**src/rtl/sound_glu_arb.sv**
```systemverilog
// Sound GLU host register file with DOC slot timing and RAM/DOC bus arbiter.
// Host data-port operations are snapshotted and issued only in slots the DOC does not own.
module sound_glu_arb #(
    parameter int ADDR_W  = 16,
    parameter int DOC_DIV = 8
) (
    input  logic              clk,
    input  logic              reset,
    input  logic              select,
    input  logic              wr,
    input  logic [1:0]        host_addr,
    input  logic [7:0]        host_data_in,
    output logic [7:0]        host_data_out,
    input  logic [7:0]        sound_data_in,
    output logic              ram_access,
    output logic [ADDR_W-1:0] sound_addr,
    output logic [7:0]        sound_data_out,
    output logic              ram_wr,
    output logic              doc_wr,
    output logic              doc_enable,
    output logic [3:0]        volume,
    output logic              busy
);

    localparam int CNT_W = (DOC_DIV > 1) ? $clog2(DOC_DIV) : 1;
    localparam logic [CNT_W-1:0] SLOT_LAST  = CNT_W'(DOC_DIV - 1);
    localparam logic [CNT_W-1:0] ISSUE_LAST = CNT_W'(DOC_DIV - 3);

    localparam logic [1:0] REG_CTRL = 2'd0;
    localparam logic [1:0] REG_DATA = 2'd1;
    localparam logic [1:0] REG_ALO  = 2'd2;
    localparam logic [1:0] REG_AHI  = 2'd3;

    typedef struct packed {
        logic [ADDR_W-1:0] addr;
        logic              ram;
        logic              wr;
        logic [7:0]        data;
    } op_t;

    logic [CNT_W-1:0]  cnt;
    logic              sel_d;
    logic [1:0]        ctrl_mode;   // ctrl[6] = RAM target, ctrl[5] = auto-increment
    logic [3:0]        vol;
    logic [ADDR_W-1:0] addr;
    logic [ADDR_W-1:0] addr_nxt;
    logic [7:0]        data_latch;
    op_t               op;
    logic              pending;
    logic              capture;
    logic              addr_hi;

    logic acc;
    logic acc_wr;
    logic queue;
    logic issue;

    generate
        if (ADDR_W == 17) begin : g_a17
            assign addr_hi = addr[ADDR_W-1];
        end else begin : g_a16
            assign addr_hi = 1'b0;
        end
    endgenerate

    assign acc    = select & ~sel_d;
    assign acc_wr = acc & wr;
    assign busy   = pending | capture;
    assign queue  = acc & (host_addr == REG_DATA) & ~busy;
    // Slots DOC_DIV-1 and 0 belong to the DOC; DOC_DIV-2 is left clear so a
    // read's capture cycle never lands in a DOC fetch.
    assign issue  = pending & (cnt != '0) & (cnt <= ISSUE_LAST);

    always_comb begin
        addr_nxt = addr;
        if (acc_wr && host_addr == REG_CTRL && ADDR_W == 17)
            addr_nxt[ADDR_W-1] = host_data_in[4];
        if (acc_wr && host_addr == REG_ALO)
            addr_nxt[7:0] = host_data_in;
        if (acc_wr && host_addr == REG_AHI)
            addr_nxt[15:8] = host_data_in;
        if (queue && ctrl_mode[0])
            addr_nxt = addr + ADDR_W'(1);
    end

    always_ff @(posedge clk) begin
        if (reset) begin
            cnt        <= '0;
            sel_d      <= 1'b0;
            ctrl_mode  <= '0;
            vol        <= '0;
            addr       <= '0;
            data_latch <= '0;
            op         <= '0;
            pending    <= 1'b0;
            capture    <= 1'b0;
        end else begin
            cnt   <= (cnt == SLOT_LAST) ? '0 : cnt + CNT_W'(1);
            sel_d <= select;
            addr  <= addr_nxt;
            if (acc_wr && host_addr == REG_CTRL) begin
                ctrl_mode <= host_data_in[6:5];
                vol       <= host_data_in[3:0];
            end
            if (queue) begin
                op.addr <= addr;
                op.ram  <= ctrl_mode[1];
                op.wr   <= wr;
                op.data <= host_data_in;
                pending <= 1'b1;
            end else if (issue) begin
                pending <= 1'b0;
            end
            capture <= issue & ~op.wr;
            if (capture)
                data_latch <= sound_data_in;
        end
    end

    always_comb begin
        host_data_out = 8'h00;
        case (host_addr)
            REG_CTRL: host_data_out = {busy, ctrl_mode, addr_hi, vol};
            REG_DATA: host_data_out = data_latch;
            REG_ALO:  host_data_out = addr[7:0];
            REG_AHI:  host_data_out = addr[15:8];
            default:  host_data_out = 8'h00;
        endcase
    end

    assign ram_access     = ctrl_mode[1];
    assign volume         = vol;
    assign doc_enable     = (cnt == SLOT_LAST);
    assign sound_addr     = issue ? op.addr : addr;
    assign sound_data_out = issue ? op.data : 8'h00;
    assign ram_wr         = issue & op.wr & op.ram;
    assign doc_wr         = issue & op.wr & ~op.ram;

endmodule

```
**config.mk**
```make
export PLATFORM = sky130hd
export DESIGN_NAME = sound_glu_arb
export DESIGN_NICKNAME = d
export VERILOG_FILES = /design/src/rtl/sound_glu_arb.sv
export SDC_FILE = /design/constraint.sdc
export NUM_CORES = 1
export LEC_CHECK = 0
export CAP_MARGIN = 5
export CORE_ASPECT_RATIO = 0.8
export CORE_MARGIN = 3
export CORE_UTILIZATION = 45
export CTS_CLUSTER_SIZE = 16
export DETAILED_ROUTE_END_ITERATION = 8
export GPL_ROUTABILITY_DRIVEN = 0
export GPL_TIMING_DRIVEN = 0
export PLACE_DENSITY = 0.81
export RECOVER_POWER = 50
export SYNTH_ARGS = -nofsm -noshare
export SYNTH_HDL_FRONTEND = slang
export SYNTH_SLANG_ARGS = --single-unit
export TNS_END_PERCENT = 5
```
**constraint.sdc**
```tcl
create_clock -name clk -period 2.5 [get_ports clk]
set_input_delay 0.5 -clock clk [delete_from_list [all_inputs] [get_ports clk]]
set_output_delay 0.5 -clock clk [all_outputs]
set_load 0.02 [all_outputs]
```
; Word level (Yosys, flattened, before mapping)
; Index checks and enable logic that the tools add are counted.
[classes]
n_reduce_logical = 10
order_cmp = 1
n_mul = 0
n_bitwise = 15
mux = 8
div = 0
n_eq_ne = 4
n_addsub = 2
shifts = 0
[op_table]
columns = op, n
row1 = $mux 16, 2
row2 = $pmux 8 s4, 1
row3 = $mux 8, 3
row4 = $add 16x1->16 const B, 1
row5 = $and 1x1->1, 10
row6 = $reduce_bool 2->1, 3
row7 = $eq 2x2->1 const B, 2
row8 = $logic_and 1x1->1, 4
row9 = $not 1->1, 4
row10 = $add 3x1->3 const B, 1
row11 = $eq 3x3->1 const B, 1
row12 = $le 3x3->1 const B, 1
row13 = $reduce_bool 3->1, 1
row14 = $eq 2x1->1 const B, 1
row15 = $logic_not 2->1, 1
row16 = $mux 1, 2
row17 = $reduce_or 2->1, 1
row18 = $or 1x1->1, 1
[totals]
ramBits = 0
ff_bits = 62
in_bits = 22
elab_cells = 53
mem_bits_ro = 0
latchBits = 0
mem_count = 0

; Longest topological paths before layout
[depth]
ltp_word = 6
depth_mapped = 8
mapped_depth_nobuf = 6

; Worst setup path before layout
; OpenSTA, ideal clock, no wires.
[synth_path]
kind = register -> output
from = register cnt[1]
to = output port sound_addr[2]
required_ns = 2.000
stages_incl_launch_ff = 7
arrival_ns = 1.746
slack_ns = 0.254
cell_sequence = dfxtp_1 > inv_1 > ha_1 > o311ai_0 > clkbuf_1 > nand2_1 > nand2_1
[synth_via]
elab_chain_len = 4
word_cells_on_any_way = 5
classes_between = order compare: 1 / mux: 1 / bitwise: 2 / reduce/logical: 1
[synth_lines]
columns = item, line
row1 = start: declaration, 41  ; logic [CNT_W-1:0] cnt;
row2 = start signal: assignment, 98  ; cnt <= (cnt == SLOT_LAST) ? '0 : cnt + CNT_W'(1);
row3 = branches (longest 2 deep; another with $le 3x3->1), -
row4 = $and 1x1->1 *, 72  ; assign issue = pending & (cnt != '0) & (cnt <= ISSUE_LAST);
row5 = $mux 16 *, 134  ; assign sound_addr = issue ? op.addr : addr;
row6 = end: declaration, 16  ; output logic [ADDR_W-1:0] sound_addr,
; Mark *: on every way between the ends.

; Final worst setup path
[layout_path]
from = register cnt[0]
to = output port sound_addr[1]
; Same word-level chain as after synthesis.

==> run metrics <==
DR iter-0 viols 404; post-DP HPWL 7030 microns; final setup violation count 0; drt drc 0; Reg clk slew, reported paths 0.07 ns; Tot GR Track Use 0.250; maxcap violations 0; number of diodes 0; largest net degree at the start of global routing 11; Post-Route WL 9810 microns; Syn Area/Cell 8.04 sq um; worst skew pair latency 0.35 ns; CP arrival 1.96 ns; Layout Nets 497; Mapped Area 3180 sq um; largest cells by area after synthesis dfxtp_1, nand2_1, mux2i_1; count leader, synth nand2_1; CP cell instances inv_1 > ha_1 > nand2b_1 > o311a_1 > clkbuf_4 > nand2_1 > nand2_1 > clkdlybuf4s15_2; vias in the first global route 3016; Setup Skew 0.00912 ns; final hold viol count 0; worst hold path depth 2; static leakage 1.54 nW; Max Root-Sink Buffers 2; Rel. slew slack 0.500; Initial Util 0.482; EDFF count, synth 0; slowest stage cell, crit path dfxtp_2; Die Area 8130 sq um; CP peak stage delay 0.37 ns; count of cell types in the netlist 43; Synth-to-Final Area Change 26.1%; Critical Path Source cnt[0]; Mapped Cells 396; CTS root buf clkbuf_8; Die X 100 microns; family with the most delay on the worst path buffers and inverters; H-tree levels 3; most frequent cells after synthesis nand2_1, dfxtp_1, a21oi_1; Critical Path Source Type register; multi-input logic area 1780 sq um; fmax 407 MHz; IO Port Bufs 62; CP Capture Type output port; Placed Area 3910 sq um; crit-path max FO 10; Routed WL per cell 17.6 microns; Storage cell area 1240 sq um; Tot Pwr 0.00207 W; CP dominant cell by count nand2_1; drt via density 5.81; area leader, netlist dfxtp_1; grt total ovfl 0; DRT Pass-1 Iters 8; vias 3238; initial antenna violation count 0; number of fill cells 592; first-pass GRT wire length 15800 microns; period utilisation layout 0.984; Seq cells post-synth 62; Site Rows 26; buffer and inverter count on the worst path 3; clock sink count 62; CP Class register to output port; Slew Viols, Final 0; Slew @ Worst Pin 0.745 ns; antenna-violating nets left 0; core area 6600 sq um; Synthesized Nets 423; Tmin final 2.46 ns; Synth Warn # 0; FF-to-FF Start capture; status finished clean; Seq/Total Area, Yosys 0.390; Finished Core Util 0.608; RSZ-0062 raised after global routing true; final setup TNS 0 ns; asr flop ratio synth 0; Synth Flop Type dfxtp_1; hold_ws 0.456 ns; post-synth top area share 0.390; # IOs 63; share of post-route cells with drive strength above 1 0.154; VDD IR max 0.000312 V; PwrDens 515 nW/um^2; Worst Path Required 2.00 ns; chip height 81.2 microns; CTS tree yes; final std cell area, no fill 4020 sq um; number of stages on the worst setup path 8; Hold Crit Start op[14]; number of CTS-inserted buffers 9; worst reg-to-reg path cell count 8; Min-Delay Path Class register to register
-- cell type report --
class / instances / share of cell area
Timing Repair Buffer: 63 / 0.131
Clock inverter: 1 / 0.00125
Tap cell: 84 / 0.0262
Inverter: 12 / 0.0112
Clock buffer: 13 / 0.0421
Multi-Input combinational cell: 293 / 0.443
Buffer: 29 / 0.0361
Sequential cell: 62 / 0.310
-- layout by cell type, fill, tap and decap left out, types with 4 or more instances in the layout --
cell type,Yosys,routed
nand2_1,100,100
dfxtp_1,62,60
a21oi_1,32,32
mux2i_1,23,23
clkbuf_1,19,22
nor2_1,20,20
clkdlybuf4s50_1,0,18
clkbuf_2,0,16
nand3_1,14,14
clkbuf_8,0,13
inv_1,12,12
clkdlybuf4s15_2,0,10
buf_2,4,9
nand2b_1,8,8
and2_1,8,8
nor4_1,8,8
nor3_1,8,8
dlygate4sd3_1,0,8
mux4_2,7,7
or2_2,5,5
o22ai_1,5,5
ha_1,5,5
o21ai_0,6,4
nand4_1,4,4
xnor2_1,4,4
a31oi_1,4,4
-- through the flow --
stage,setup slack [ns],std cells
5_1_grt,-0.0545,557
3_5_place_dp,-0.762,542
3_3_place_gp,-0.692,542
2_1_floorplan,0.254,396
4_1_cts,-0.0479,557
6_report,0.0404,557
-- worst paths after layout --
kind                            slack, ns             to
worst min register to register       0.46         op[14]
worst max-delay path                 0.04  sound_addr[1]
worst min-delay path                 0.46         op[14]
worst max register to register       0.06       addr[10]
-- metal layers --
metal / up-vias / routed length [microns] / track usage
li1: 1517 / - / -
met1: 1522 / 4190 / 0.324
met2: 178 / 4340 / 0.403
met3: 21 / 1100 / 0.0807
met4: 0 / 172 / 0.0686
met5: - / 0 / 0
-- power breakdown --
| part | internal, W | switching (W) |
|---|---|---|
| sequential | 0.00101 | 0.0000209 |
| clock | 0.000429 | 0.000388 |
| combinational | 0.0000905 | 0.000131 |
| total | 0.00153 | 0.000541 |
-- registers in the layout (all words and copies together) (netlist names) --
| signal | cells |
|---|---|
| sel_d | 1 |
| data_latch | 8 |
| cnt | 3 |
| volume | 4 |
| op | 26 |
| capture | 1 |
| addr | 16 |
| ctrl_mode | 2 |
| pending | 1 |
-- kinds of logic after synthesis --
kind of cell	share of synthesized area
and+or+nand+nor	0.284
DFF	0.390
AOI/OAI and AO/OA	0.117
buffers and inverters	0.0570
muxes	0.122
adders and majority gates	0.0196
xor gates and xnor gates	0.0110
-- worst reg2reg max path, delay by kind of cell (launching register included) --
kind	cells	cell delay (ns)
compound gates	2	0.34
buf+inv	4	0.84
flops	1	0.32
simple gates	2	0.80
-- repair_timing --
item / CTS / global route
setup endpoints to repair: 34 / 28
resized for setup: 119 / 20
setup buffers: 1 / 0
pin swaps: 1 / 0
hold buffers: 0 / 0
No activity file was read; power rests on OpenSTA's default activity.
